<file path="config.mk">
export PLATFORM = sky130hd
export DESIGN_NAME = sram_access_scheduler
export DESIGN_NICKNAME = d
export VERILOG_FILES = /design/src/rtl/sram_access_scheduler.sv
export SDC_FILE = /design/constraint.sdc
export NUM_CORES = 1
export LEC_CHECK = 0
export BUFFER_PORTS_ARGS = -buffer_cell sky130_fd_sc_hd__buf_2
export CAP_MARGIN = 20
export CORE_ASPECT_RATIO = 0.5
export CORE_MARGIN = 4
export CORE_UTILIZATION = 40
export DETAILED_ROUTE_END_ITERATION = 10
export MAX_ROUTING_LAYER = met4
export SYNTH_ARGS = -nofsm -noshare
export SYNTH_HDL_FRONTEND = slang
export SYNTH_SLANG_ARGS = --single-unit
</file>
<file path="constraint.sdc">
create_clock -name clk -period 2.7 [get_ports clk]
set_input_delay 0.135 -clock clk [delete_from_list [all_inputs] [get_ports clk]]
set_output_delay 0.135 -clock clk [all_outputs]
set_load 0.1 [all_outputs]
</file>
<file path="src/rtl/sram_access_scheduler.sv">
// sram_access_scheduler
//   Shares one asynchronous SRAM between a write requester and a read
//   requester. The SRAM is used as a circular buffer addressed by internal
//   write/read pointers; every SRAM strobe is generated and registered here.
//
// Ports
//   clk, reset        : system clock (rising edge), synchronous active-high reset
//   wr_req, wr_data   : level write request and the word to store
//   wr_ack            : one-cycle pulse when a write has completed
//   rd_req            : level read request for the next stored word
//   rd_data, rd_valid : read word and its one-cycle update pulse
//   full, empty, busy : buffer occupancy and access-in-progress status
//   sram_addr         : registered SRAM address
//   sram_dq_out       : word driven onto the SRAM bus while sram_de=1
//   sram_de           : bus drive enable
//   sram_dq_in        : SRAM bus read-back
//   sram_nwe          : active-low write strobe
//   sram_noe          : active-low output enable
module sram_access_scheduler #(
  parameter int unsigned ADDR_W = 8,
  parameter int unsigned DATA_W = 8
) (
  input  logic              clk,
  input  logic              reset,
  input  logic              wr_req,
  input  logic [DATA_W-1:0] wr_data,
  output logic              wr_ack,
  input  logic              rd_req,
  output logic [DATA_W-1:0] rd_data,
  output logic              rd_valid,
  output logic              full,
  output logic              empty,
  output logic              busy,
  output logic [ADDR_W-1:0] sram_addr,
  output logic [DATA_W-1:0] sram_dq_out,
  output logic              sram_de,
  input  logic [DATA_W-1:0] sram_dq_in,
  output logic              sram_nwe,
  output logic              sram_noe
);

  localparam int unsigned CNT_W = ADDR_W + 1;
  localparam int unsigned DEPTH = 2 ** ADDR_W;

  localparam logic [2:0] IDLE     = 3'd0;
  localparam logic [2:0] W_SETUP  = 3'd1;
  localparam logic [2:0] W_PULSE  = 3'd2;
  localparam logic [2:0] W_HOLD   = 3'd3;
  localparam logic [2:0] R_SETUP  = 3'd4;
  localparam logic [2:0] R_SAMPLE = 3'd5;

  localparam logic LG_READ  = 1'b0;
  localparam logic LG_WRITE = 1'b1;

  logic [2:0]        state_q, state_d;
  logic [ADDR_W-1:0] wr_ptr_q, wr_ptr_d;
  logic [ADDR_W-1:0] rd_ptr_q, rd_ptr_d;
  logic [CNT_W-1:0]  count_q, count_d;
  logic              last_grant_q, last_grant_d;
  logic              wr_ack_q, wr_ack_d;
  logic              rd_valid_q, rd_valid_d;
  logic [DATA_W-1:0] rd_data_q, rd_data_d;
  logic [ADDR_W-1:0] sram_addr_q, sram_addr_d;
  logic [DATA_W-1:0] sram_dq_out_q, sram_dq_out_d;
  logic              sram_de_q, sram_de_d;
  logic              sram_nwe_q, sram_nwe_d;
  logic              sram_noe_q, sram_noe_d;

  logic wr_elig;
  logic rd_elig;
  logic grant_wr;
  logic grant_rd;

  // Status decoded from registered count and state
  assign full  = (count_q == CNT_W'(DEPTH));
  assign empty = (count_q == CNT_W'(0));
  assign busy  = (state_q != IDLE);

  assign wr_ack      = wr_ack_q;
  assign rd_valid    = rd_valid_q;
  assign rd_data     = rd_data_q;
  assign sram_addr   = sram_addr_q;
  assign sram_dq_out = sram_dq_out_q;
  assign sram_de     = sram_de_q;
  assign sram_nwe    = sram_nwe_q;
  assign sram_noe    = sram_noe_q;

  // Round-robin arbitration; on contention the type not granted last wins
  always_comb begin
    wr_elig  = wr_req && !full;
    rd_elig  = rd_req && !empty;
    grant_wr = wr_elig && (!rd_elig || (last_grant_q == LG_READ));
    grant_rd = rd_elig && !grant_wr;
  end

  // State register and all registered outputs
  always_ff @(posedge clk) begin
    if (reset) begin
      state_q       <= IDLE;
      wr_ptr_q      <= '0;
      rd_ptr_q      <= '0;
      count_q       <= '0;
      last_grant_q  <= LG_READ;
      wr_ack_q      <= 1'b0;
      rd_valid_q    <= 1'b0;
      rd_data_q     <= '0;
      sram_addr_q   <= '0;
      sram_dq_out_q <= '0;
      sram_de_q     <= 1'b0;
      sram_nwe_q    <= 1'b1;
      sram_noe_q    <= 1'b1;
    end else begin
      state_q       <= state_d;
      wr_ptr_q      <= wr_ptr_d;
      rd_ptr_q      <= rd_ptr_d;
      count_q       <= count_d;
      last_grant_q  <= last_grant_d;
      wr_ack_q      <= wr_ack_d;
      rd_valid_q    <= rd_valid_d;
      rd_data_q     <= rd_data_d;
      sram_addr_q   <= sram_addr_d;
      sram_dq_out_q <= sram_dq_out_d;
      sram_de_q     <= sram_de_d;
      sram_nwe_q    <= sram_nwe_d;
      sram_noe_q    <= sram_noe_d;
    end
  end

  // Next-state and strobe sequencing
  always_comb begin
    state_d       = state_q;
    wr_ptr_d      = wr_ptr_q;
    rd_ptr_d      = rd_ptr_q;
    count_d       = count_q;
    last_grant_d  = last_grant_q;
    wr_ack_d      = 1'b0;
    rd_valid_d    = 1'b0;
    rd_data_d     = rd_data_q;
    sram_addr_d   = sram_addr_q;
    sram_dq_out_d = sram_dq_out_q;
    sram_de_d     = sram_de_q;
    sram_nwe_d    = sram_nwe_q;
    sram_noe_d    = sram_noe_q;

    case (state_q)
      IDLE: begin
        if (grant_wr) begin
          state_d       = W_SETUP;
          sram_addr_d   = wr_ptr_q;
          sram_dq_out_d = wr_data;
          sram_de_d     = 1'b1;
          last_grant_d  = LG_WRITE;
        end else if (grant_rd) begin
          state_d      = R_SETUP;
          sram_addr_d  = rd_ptr_q;
          sram_noe_d   = 1'b0;
          last_grant_d = LG_READ;
        end
      end
      // Address and data have had one cycle of setup; open the write pulse
      W_SETUP: begin
        state_d    = W_PULSE;
        sram_nwe_d = 1'b0;
      end
      // Close the pulse; address/data held one more cycle
      W_PULSE: begin
        state_d    = W_HOLD;
        sram_nwe_d = 1'b1;
      end
      W_HOLD: begin
        state_d   = IDLE;
        sram_de_d = 1'b0;
        wr_ptr_d  = wr_ptr_q + ADDR_W'(1);
        count_d   = count_q + CNT_W'(1);
        wr_ack_d  = 1'b1;
      end
      // One cycle of access time before sampling the bus
      R_SETUP: begin
        state_d = R_SAMPLE;
      end
      R_SAMPLE: begin
        state_d    = IDLE;
        rd_data_d  = sram_dq_in;
        sram_noe_d = 1'b1;
        rd_ptr_d   = rd_ptr_q + ADDR_W'(1);
        count_d    = count_q - CNT_W'(1);
        rd_valid_d = 1'b1;
      end
      default: begin
        state_d    = IDLE;
        sram_de_d  = 1'b0;
        sram_nwe_d = 1'b1;
        sram_noe_d = 1'b1;
      end
    endcase
  end

endmodule
</file>
==> results of run 1 <==
## layout make-up
class                   count  area [um2]  share of cell area [%]
clock buffers              14       294.0                   8.717
clock inverters             1       30.03                  0.8902
inverters                   9       33.78                   1.001
multi-input cells         221        1436                   42.58
flip-flops and latches     58        1161                   34.42
well taps                  88       110.1                   3.264
repair buffers             58       307.8                   9.125
## power groups by stage
stage                     combinational, mW  clock [mW]  sequential [mW]
after floorplan                       0.748           0             1.83
after global placement                 1.73           0             1.09
after detailed placement               1.74           0             1.10
after CTS                              1.75        1.22             1.08
after global routing                   1.84        1.27             1.11
final                                  1.74        1.19             1.08
## cells by family (layout without fill, tap and decap cells)
group,after synthesis,in the layout,synth area share [%]
DFF,58,58,42.82
and+or+nand+nor,123,123,22.98
xor gates and xnor gates,17,17,5.491
adders and majority gates,10,10,4.892
buffers and inverters,25,82,4.199
muxes,17,17,6.322
AOI/OAI and AO/OA,54,54,13.29
## worst max-delay path: cells and delay by family (launching register included)
family	cells	cell delay (ns)
AOI/OAI and AO/OA	3	0.72
adders and majority gates	1	0.29
muxes	1	0.36
and+or+nand+nor	2	0.35
DFF	1	0.30
buffers and inverters	1	0.13
## state kept, by name (all words and copies together), names as in the netlist, 3 cells and up
signal / count
count_q: 9
rd_data: 8
rd_ptr_q: 8
sram_addr: 8
sram_dq_out: 8
wr_ptr_q: 8
state_q: 3
## worst paths after layout
path,start,end,slack [ns]
setup / recovery,state_q[1],count_q[5],0.43
hold / removal,wr_data[0],sram_dq_out[0],0.04
setup reg to reg,state_q[1],count_q[5],0.43
hold reg to reg,rd_data[1],rd_data[1],0.45
## metrics by stage
step / power (mW) / utilization (%) / worst slack [ns]
after CTS: 4.056 / 53.49 / 0.4258
after detailed placement: 2.841 / 48.35 / 0.4403
after floorplan: 2.581 / - / 0.03118
after global placement: 2.823 / 48.35 / 0.4959
after global routing: 4.216 / 53.49 / 0.2696
final: 4.009 / 53.49 / 0.4349
## cells in the final DEF, fill, tap and decap left out, types with 7 or more instances in the layout
cell type,n
dfxtp_1,58
nor2_1,45
clkbuf_16,9
o21ai_0,8
ha_1,9
a211oi_1,10
nor3_1,9
mux2i_1,16
inv_1,8
xor2_1,13
a21oi_1,18
buf_4,7
nand3_1,12
nand2_1,28
buf_2,51
## per-layer routing
metal	global-route usage, %	vias up
met4	7.377	0
li1	-	1162
met3	5.484	9
met5	-	-
met2	27.02	33
met1	18.19	1088
==> metrics.txt, run 1 <==
Die Wd=124.4 um; pwr/cell area=1189 mW/mm2; total track usage=16.28%; Routed WL per cell=13.40 um; Root Driver=clkbuf_16; crit path time final=2.265 ns; Post-synth ARST share=0%; Least-Margin Pin Slew=0.5356 ns; Register-to-Register Path Depth=8; final-layout fill cell count=630; Initial Util=43.00%; Logic pwr share=43.3%; diode count=0; top sig layer=met4; Max Root-Sink Buffers=2; metal3 WL=226 um; area of the mapped netlist=0.002711 mm2; critical path class=register to register; Sink Count=58; worst hold path type=primary input to register; Final setup viols=0; Synth Flop Type=dfxtp_1; CP required=2.91 ns; Post-DP Area=0.003049 mm2; vias per cell=5.105; Clk pin slew, worst setup/hold paths=0.05 ns; crit-path cells=nand3b_1 -> inv_1 -> ha_1 -> and2_1 -> a22o_1 -> o21ai_0 -> mux2_2 -> a311o_1; post-route cell area=0.003373 mm2; wirelength, routed=6017 um; startpoint type of the worst setup path=register; post_cts resized=0; DP HPWL=4289 um; GP Congestion=0.7897; post-route setup TNS=0 ns; sw frac=45.06%; run status=completed; Seq/Total Area, Yosys=42.82%; top-area cell type share of the netlist area=42.82%; CP arrival=2.47 ns; vias in the first global route=2186; Largest stage delay, worst path=0.36 ns; Cells after Synth=304; Port Buffers=51; EDFF count, synth=0; Final period util=83.89%; first-pass GRT wire length=10360 um; DR iter-0 viols=127; clock power share=29.7%; DR WL met2=2907 um; cts hold-fix bufs=0; VDD IR max=0.0004527 V; # IOs=52; most common cell in the synthesized netlist=dfxtp_1; antenna violations before repair=0; synthesized area per cell=8.919 um2; layout overhead on the synthesized area=24.41%; total CTS buffers=9; largest cells by area after synthesis=dfxtp_1 43%, nor2_1 6.2%, mux2i_1 5.9%, xor2_1 4.2%, ha_1 4.2%; pin count of the biggest net entering global routing=34; DRC=0; grt ovf=0; clock skew=0.004820 ns; RSZ-0062 raised after global routing=no; Psw=1.807 mW; Mapped Nets=334; Yosys reg bits=58; Syn. warnings=0; internal power=2.203 mW; crit path max fanout=5; most area-hungry cell type in the Yosys netlist=dfxtp_1; die height=66.22 um; top post-synthesis cells by count=58 x dfxtp_1, 45 x nor2_1, 28 x nand2_1; Cell Rows=20; CTS tree=done; Met1 Wirelength=2786 um; DRT Pass-1 Iters=4; Core ar.=0.006306 mm2; clk_lat worst skew=0.32 ns; DR vias=2292; cell count after placement=434; Final ANT Viol Nets=0; worst hold margin=0.04285 ns; fin. max-slew vios=0; f_max=441.5 MHz; nets@finish=387; Crit-path slowest cell=mux2_2; share of cells above drive strength 1=22.99%; Worst Setup End Kind=register; Hold Path Stages=3; P_leak=1.513 nW; Final Hold Violating Endpoints=0; CTS H-tree lvls=3; Max Cap Violations=0; die footprint=0.008239 mm2; sequential share of power=27.0%; fin cells=449; Distinct cells, synth=47; post-CTS setup buffer count=0; slew margin rel.=64.21%
(Power assumes the default switching activity.)
==> run 2, diff against run 1 <==
Clock period 2.7 ns to 2.2 ns, I/O delays scaled along.
==> run 2 against run 1 <==
Against the previous run:
- total power is 21% higher
- critical endpoint is now count_q[7]
- core utilization is 0.69 points higher
- largest power group unchanged
- largest cell class unchanged
- cell area is 1.3% higher
- register-to-register slack worse by 0.41 ns
- clock skew is 0.0029 ns higher
- final cell count is 0.67% higher
- worst hold slack worse by 0.027 ns
- flip-flop and latch count stayed put
==> metrics.txt, run 2 (synthesized netlist as in run 1, its figures left out) <==
Routed WL per cell=13.35 um (was 13.40 um); Max Cap Violations=0 (unchanged); RSZ-0062 raised after global routing=yes (was no); pin count of the biggest net entering global routing=37 (was 34); grt ovf=0 (unchanged); cts hold-fix bufs=0 (unchanged); Die Wd=124.4 um (unchanged); Clk pin slew, worst setup/hold paths=0.05 ns (about the same); CP delay by family, top=simple AND/OR/NAND/NOR gates (was compound AO/OA/AOI/OAI gates); Port Buffers=51 (unchanged); DP HPWL=4379 um (was 4289 um); total CTS buffers=9 (unchanged); Buf/Inv on CP=1 (unchanged); crit-path cells=nand3b_1 -> inv_4 -> ha_4 -> and2_4 -> a22o_4 -> or4b_4 -> a211o_1 -> nand3_2 (was nand3b_1 -> inv_1 -> ha_1 -> and2_1 -> a22o_1 -> o21ai_0 -> mux2_2 -> a311o_1); VDD IR max=0.0005271 V (was 0.0004527 V); post-route setup TNS=0 ns (unchanged); fin. max-slew vios=0 (unchanged); vias per cell=5.086 (was 5.105); nets@finish=389 (was 387); CTS tree=done (unchanged); layout overhead on the synthesized area=26.03% (was 24.41%); f_max=458.8 MHz (was 441.5 MHz); GP Congestion=0.9138 (was 0.7897); clock skew=0.007732 ns (was 0.004820 ns); antenna violations before repair=0 (unchanged); P_leak=1.509 nW (was 1.513 nW); Post-DP Area=0.003094 mm2 (was 0.003049 mm2); worst hold path type=primary input to register (unchanged); first-pass GRT wire length=10340 um (was 10360 um); CTS H-tree lvls=3 (unchanged); Final period util=99.08% (was 83.89%); Worst Hold Launch=wr_data[4] (was wr_data[0]); DR iter-0 viols=101 (was 127); Cell Rows=20 (unchanged); beginning of the worst register-to-register path=state_q[1] (unchanged); run status=completed (unchanged); clk_lat worst skew=0.32 ns (about the same); Max Root-Sink Buffers=2 (unchanged); commonest non-fill, non-tap cells in the layout=57 x dfxtp_1, 51 x buf_2, 45 x nor2_1, 28 x nand2_1, 18 x a21oi_1 (was 58 x dfxtp_1, 51 x buf_2, 45 x nor2_1, 28 x nand2_1, 18 x a21oi_1); slew margin rel.=65.96% (was 64.21%); Initial Util=43.00% (unchanged); Worst Setup End Kind=register (unchanged); Least-Margin Pin Slew=0.5106 ns (was 0.5356 ns); DRT Pass-1 Iters=5 (was 4); Final Hold Violating Endpoints=0 (unchanged); Crit-path slowest cell=or4b_4 (was mux2_2); diode count=0 (unchanged); DR vias=2299 (was 2292); die footprint=0.008239 mm2 (unchanged); Largest register FFs=9 (unchanged); pwr/cell area=1423 mW/mm2 (was 1189 mW/mm2); # IOs=52 (unchanged); Root Driver=clkbuf_16 (unchanged); CP arrival=2.45 ns (was 2.47 ns); CP required=2.47 ns (was 2.91 ns); critical path class=register to register (unchanged); share of cells above drive strength 1=25.55% (was 22.99%); Largest stage delay, worst path=0.49 ns (was 0.36 ns); Core ar.=0.006306 mm2 (unchanged); die height=66.22 um (unchanged); crit path max fanout=5 (unchanged); wirelength, routed=6032 um (was 6017 um); post-route cell area=0.003417 mm2 (was 0.003373 mm2); Final ANT Viol Nets=0 (unchanged); most common cell after layout, fill and taps aside=dfxtp_1 (unchanged); DRC=0 (unchanged); critical path launch point=state_q[1] (unchanged); crit path time final=2.180 ns (was 2.265 ns); Final setup viols=0 (unchanged); Top reg by flops=count_q (unchanged); vias in the first global route=2220 (was 2186); Sink Count=58 (unchanged); startpoint type of the worst setup path=register (unchanged); total track usage=16.06% (was 16.28%)
## run 2: cell count changes in the layout (fill, tap and decap cells not counted), sizes merged
cell and change:
buf +2, clkinv +4, clkbuf -3
## run 2: path summary, 6_finish.rpt
path,endpoint,slack (ns),cells past startpoint
max,count_q[7],0.02,8
min,sram_dq_out[4],0.02,3
max reg2reg,count_q[7],0.02,8
min reg2reg,rd_data[0],0.45,2
## run 2: per-stage QoR
step	worst slack [ns]	power [mW]	util, %	std cells	hold WS [ns]
floorplan	-0.2113	3.194	-	304	0.2460
global route	-0.02658	5.120	54.19	452	0.02441
CTS	0.008374	4.902	53.77	451	0.01170
finish	0.02025	4.864	54.19	452	0.01557
global placement	0.07121	3.479	49.07	435	0.3408
detailed placement	0.02193	3.509	49.07	435	0.3512
## run 2: metal layers
layer  up-vias  GRT usage [%]  share of wire, %
li1       1176              -                 -
met1      1083          17.93                47
met2        35          27.55                48
met3         5          6.129               3.9
met4         0          4.235              0.88
met5         -              -                 0
## run 2: what timing repair did
action                     in CTS  in global routing
setup buffers                   0                  1
gates resized for setup         0                  5
setup endpoints to repair       0                  2
## run 2: layout make-up
cell class | count | area [um2]
Sequential cell | 58 | 1162
Tap cell | 88 | 110.1
Inverter | 9 | 36.28
Multi-Input combinational cell | 221 | 1489
Fill cell | 586 | 2889
Clock buffer | 11 | 242.7
Clock inverter | 5 | 53.80
Timing Repair Buffer | 60 | 322.8
## run 2: worst min-delay path, cell delays in order
cell and delay (ns):
buf_2 0.07, mux2i_1 0.05, nor2_1 0.07
## run 2: power breakdown
part	switching, mW	internal (mW)	total [mW]	leakage, nW
combinational	1.70	0.466	2.16	0.888
clock	0.471	0.902	1.37	0.149
sequential	0.0970	1.23	1.33	0.472
==> run 3, diff against run 2 <==
Settings changed: ABC_AREA set to 1.
==> run 3 against run 2 <==
Against the previous run:
- final cell count is 22% higher
- cell area is 3.3% higher
- global-route usage about the same
- critical path depth increased by 3
- register-to-register slack better by 0.21 ns
- worst setup slack better by 0.21 ns
- fmax increased by 10%
- synthesized area up 5.2%
- total power rose by 24%
- clock skew fell by 0.0036 ns
- critical endpoint is now count_q[8]
- largest cell class unchanged
- highest routed layer unchanged
==> metrics.txt, run 3 <==
crit path time final=1.974 ns (was 2.180 ns); vias in the first global route=2252 (was 2220); Largest stage delay, worst path=0.46 ns (was 0.49 ns); layout overhead on the synthesized area=23.73% (was 26.03%); CP required=2.41 ns (was 2.47 ns); commonest non-fill, non-tap cells in the layout=87 x nand2_1, 58 x dfxtp_1, 54 x inv_1, 51 x buf_2, 42 x nor2_1 (was 57 x dfxtp_1, 51 x buf_2, 45 x nor2_1, 28 x nand2_1, 18 x a21oi_1); run status=completed (unchanged); fin. max-slew vios=0 (unchanged); area of the mapped netlist=0.002853 mm2 (was 0.002711 mm2); top-area cell type share of the netlist area=40.70% (was 42.82%); nets@finish=485 (was 389); Worst Setup End Kind=register (unchanged); Yosys reg bits=58 (unchanged); final core occ=51.87% (was 54.19%); RSZ-0062 raised after global routing=no (was yes); most area-hungry cell type in the Yosys netlist=dfxtp_1 (unchanged); Most Crowded Layer GR=met2 (unchanged); Reg area=0.001161 mm2 (was 0.001162 mm2); pwr/cell area=1710 mW/mm2 (was 1423 mW/mm2); fin cells=552 (was 452); Final period util=89.71% (was 99.08%); worst hold path type=primary input to register (unchanged); top post-synthesis cells by count=87 x nand2_1, 58 x dfxtp_1, 54 x inv_1 (was 58 x dfxtp_1, 45 x nor2_1, 28 x nand2_1); Top cell by count, worst path=nand2_1; Final ANT Viol Nets=0 (unchanged); total CTS buffers=9 (unchanged); DR vias=2544 (was 2299); met3 Usage GRT=6.161% (was 6.129%); Max Root-Sink Buffers=2 (unchanged); Synth Flop Type=dfxtp_1 (unchanged); CP delay by family, top=simple AND/OR/NAND/NOR gates (unchanged); largest cells by area after synthesis=dfxtp_1 41%, nand2_1 11%, a21oi_1 7.2%, inv_1 7.1%, nor2_1 5.5% (was dfxtp_1 43%, nor2_1 6.2%, mux2i_1 5.9%, xor2_1 4.2%, ha_1 4.2%); Distinct cells, synth=34 (was 47); DRT Pass-1 Iters=5 (unchanged); final-layout fill cell count=705 (was 586); share of cells above drive strength 1=20.43% (was 25.55%); CP arrival=2.19 ns (was 2.45 ns); post-route setup TNS=0 ns (unchanged); f_max=506.7 MHz (was 458.8 MHz); Max Cap Violations=0 (unchanged); Root Driver=clkbuf_16 (unchanged); DR iter-0 viols=161 (was 101); EDFF count, synth=0 (unchanged); Initial Util=41.92% (was 43.00%); die footprint=0.008629 mm2 (was 0.008239 mm2); pin count of the biggest net entering global routing=29 (was 37); Buf/Inv on CP=2 (was 1); startpoint type of the worst setup path=register (unchanged); cell count after placement=533 (was 435); clk_lat worst skew=0.32 ns (about the same); P_leak=1.711 nW (was 1.509 nW); Crit-path slowest cell=dfxtp_1 (was or4b_4); Final Hold Violating Endpoints=0 (unchanged); Die Wd=127.4 um (was 124.4 um); wirelength, routed=6210 um (was 6032 um); antenna violations before repair=0 (unchanged); die height=67.72 um (was 66.22 um); post-CTS setup buffer count=0 (unchanged); Multi-input gate area=0.001410 mm2 (was 0.001489 mm2); # IOs=52 (unchanged); crit-path cells=inv_2 -> nand3_4 -> inv_2 -> ha_1 -> nand2_1 -> o21ai_1 -> nand2_1 -> nand2_1 -> nand2_1 -> a21oi_1 -> nor2_1 (was nand3b_1 -> inv_4 -> ha_4 -> and2_4 -> a22o_4 -> or4b_4 -> a211o_1 -> nand3_2); DRC=0 (unchanged); crit path max fanout=8 (was 5); Final setup viols=0 (unchanged); VDD IR max=0.001242 V (was 0.0005271 V); met1 global-route usage=20.87% (was 17.93%); Least-Margin Pin Slew=0.6979 ns (was 0.5106 ns); Top reg by flops=count_q (unchanged); Final Power=6.036 mW (was 4.864 mW); CTS H-tree lvls=3 (unchanged); critical path class=register to register (unchanged); GP Congestion=0.8847 (was 0.9138); Clk pin slew, worst setup/hold paths=0.05 ns (about the same); Seq/Total Area, Yosys=40.70% (was 42.82%); Cells after Synth=397 (was 304); DP HPWL=4437 um (was 4379 um); slew margin rel.=53.42% (was 65.96%); first-pass GRT wire length=10510 um (was 10340 um); Routed WL per cell=11.25 um (was 13.35 um); grt ovf=0 (unchanged); Syn. warnings=0 (unchanged); Cell Rows=21 (was 20); clock skew=0.004165 ns (was 0.007732 ns); Post-synth ARST share=0% (unchanged); total track usage=16.06% (about the same); Largest register FFs=9 (unchanged); most common cell after layout, fill and taps aside=nand2_1 (was dfxtp_1); most common cell in the synthesized netlist=nand2_1 (was dfxtp_1); vias per cell=4.609 (was 5.086); Core ar.=0.006805 mm2 (was 0.006306 mm2); CTS tree=done (unchanged); Sink Count=58 (unchanged); met2 Resource Use GR=22.77% (was 27.55%); synthesized area per cell=7.186 um2 (was 8.919 um2); diode count=0 (unchanged); Port Buffers=51 (unchanged); Mapped Nets=427 (was 334)
run 3: cell count changes after synthesis, moves of 10 or more:
cell      previous run  this run
o21ai_0              8        18
inv_1                8        54
a211oi_1            10         0
nand2_1             28        87
a21oi_1             18        41
nand3_1             12        27
mux2i_1             16         0
run 3: power by group:
part | switching (mW) | total, mW | internal [mW]
registers | 0.187 | 1.49 | 1.30
logic | 2.54 | 3.15 | 0.607
clock network | 0.461 | 1.40 | 0.936
total | 3.19 | 6.04 | 2.85
run 3: worst paths after layout:
path                            depth (start not counted)  slack, ns        endpoint        from
worst min-delay path                                    3      0.007  sram_dq_out[5]  wr_data[5]
worst max-delay path                                   11       0.23      count_q[8]  state_q[1]
worst max register to register                         11       0.23      count_q[8]  state_q[1]
worst min register to register                          2       0.46      rd_data[7]  rd_data[7]
run 3: area by class of cell:
type / instances / share of cell area, %
timing repair buffer: 59 / 9.146
clock buffer: 14 / 7.480
sequential: 58 / 32.90
tap: 92 / 3.261
inverter: 59 / 6.274
multi-input combinational: 268 / 39.95
clock inverter: 2 / 0.9926
run 3: worst min-delay path, cell delays in order:
cell,delay (ns)
buf_2,0.08
nor2_1,0.03
nor2_1,0.08
run 3: logic make-up (layout without fill, tap and decap cells):
| family | Yosys count | in the layout | synth area share [%] |
|---|---|---|---|
| AO/OA/AOI/OAI | 71 | 71 | 13.73 |
| XOR/XNOR | 7 | 7 | 2.149 |
| adder cells (fa/ha/maj) | 10 | 10 | 4.649 |
| buffers and inverters | 71 | 134 | 9.868 |
| flip-flops | 58 | 58 | 40.70 |
| AND/OR/NAND/NOR | 180 | 180 | 28.90 |
run 3: repair_timing:
action	in CTS	in global routing
resized for setup	0	1
hold buffers	3	0
hold endpoints to repair	3	0
endpoints found under the setup margin	0	2
run 3: through the flow:
step / setup slack, ns / hold WS [ns] / instance area [um2]
floorplan: 0.1551 / 0.2449 / 2853
global placement: 0.2207 / 0.3317 / 3201
detailed placement: 0.1530 / 0.3359 / 3201
CTS: 0.1412 / 0.0002280 / 3530
global route: 0.02955 / 0.009416 / 3530
finish: 0.2265 / 0.006804 / 3530
run 3: per-layer routing:
layer / vias up / routed length, um
met5: - / 0
met4: 0 / 86
met3: 9 / 308
met2: 46 / 2614
met1: 1117 / 3202
li1: 1372 / -
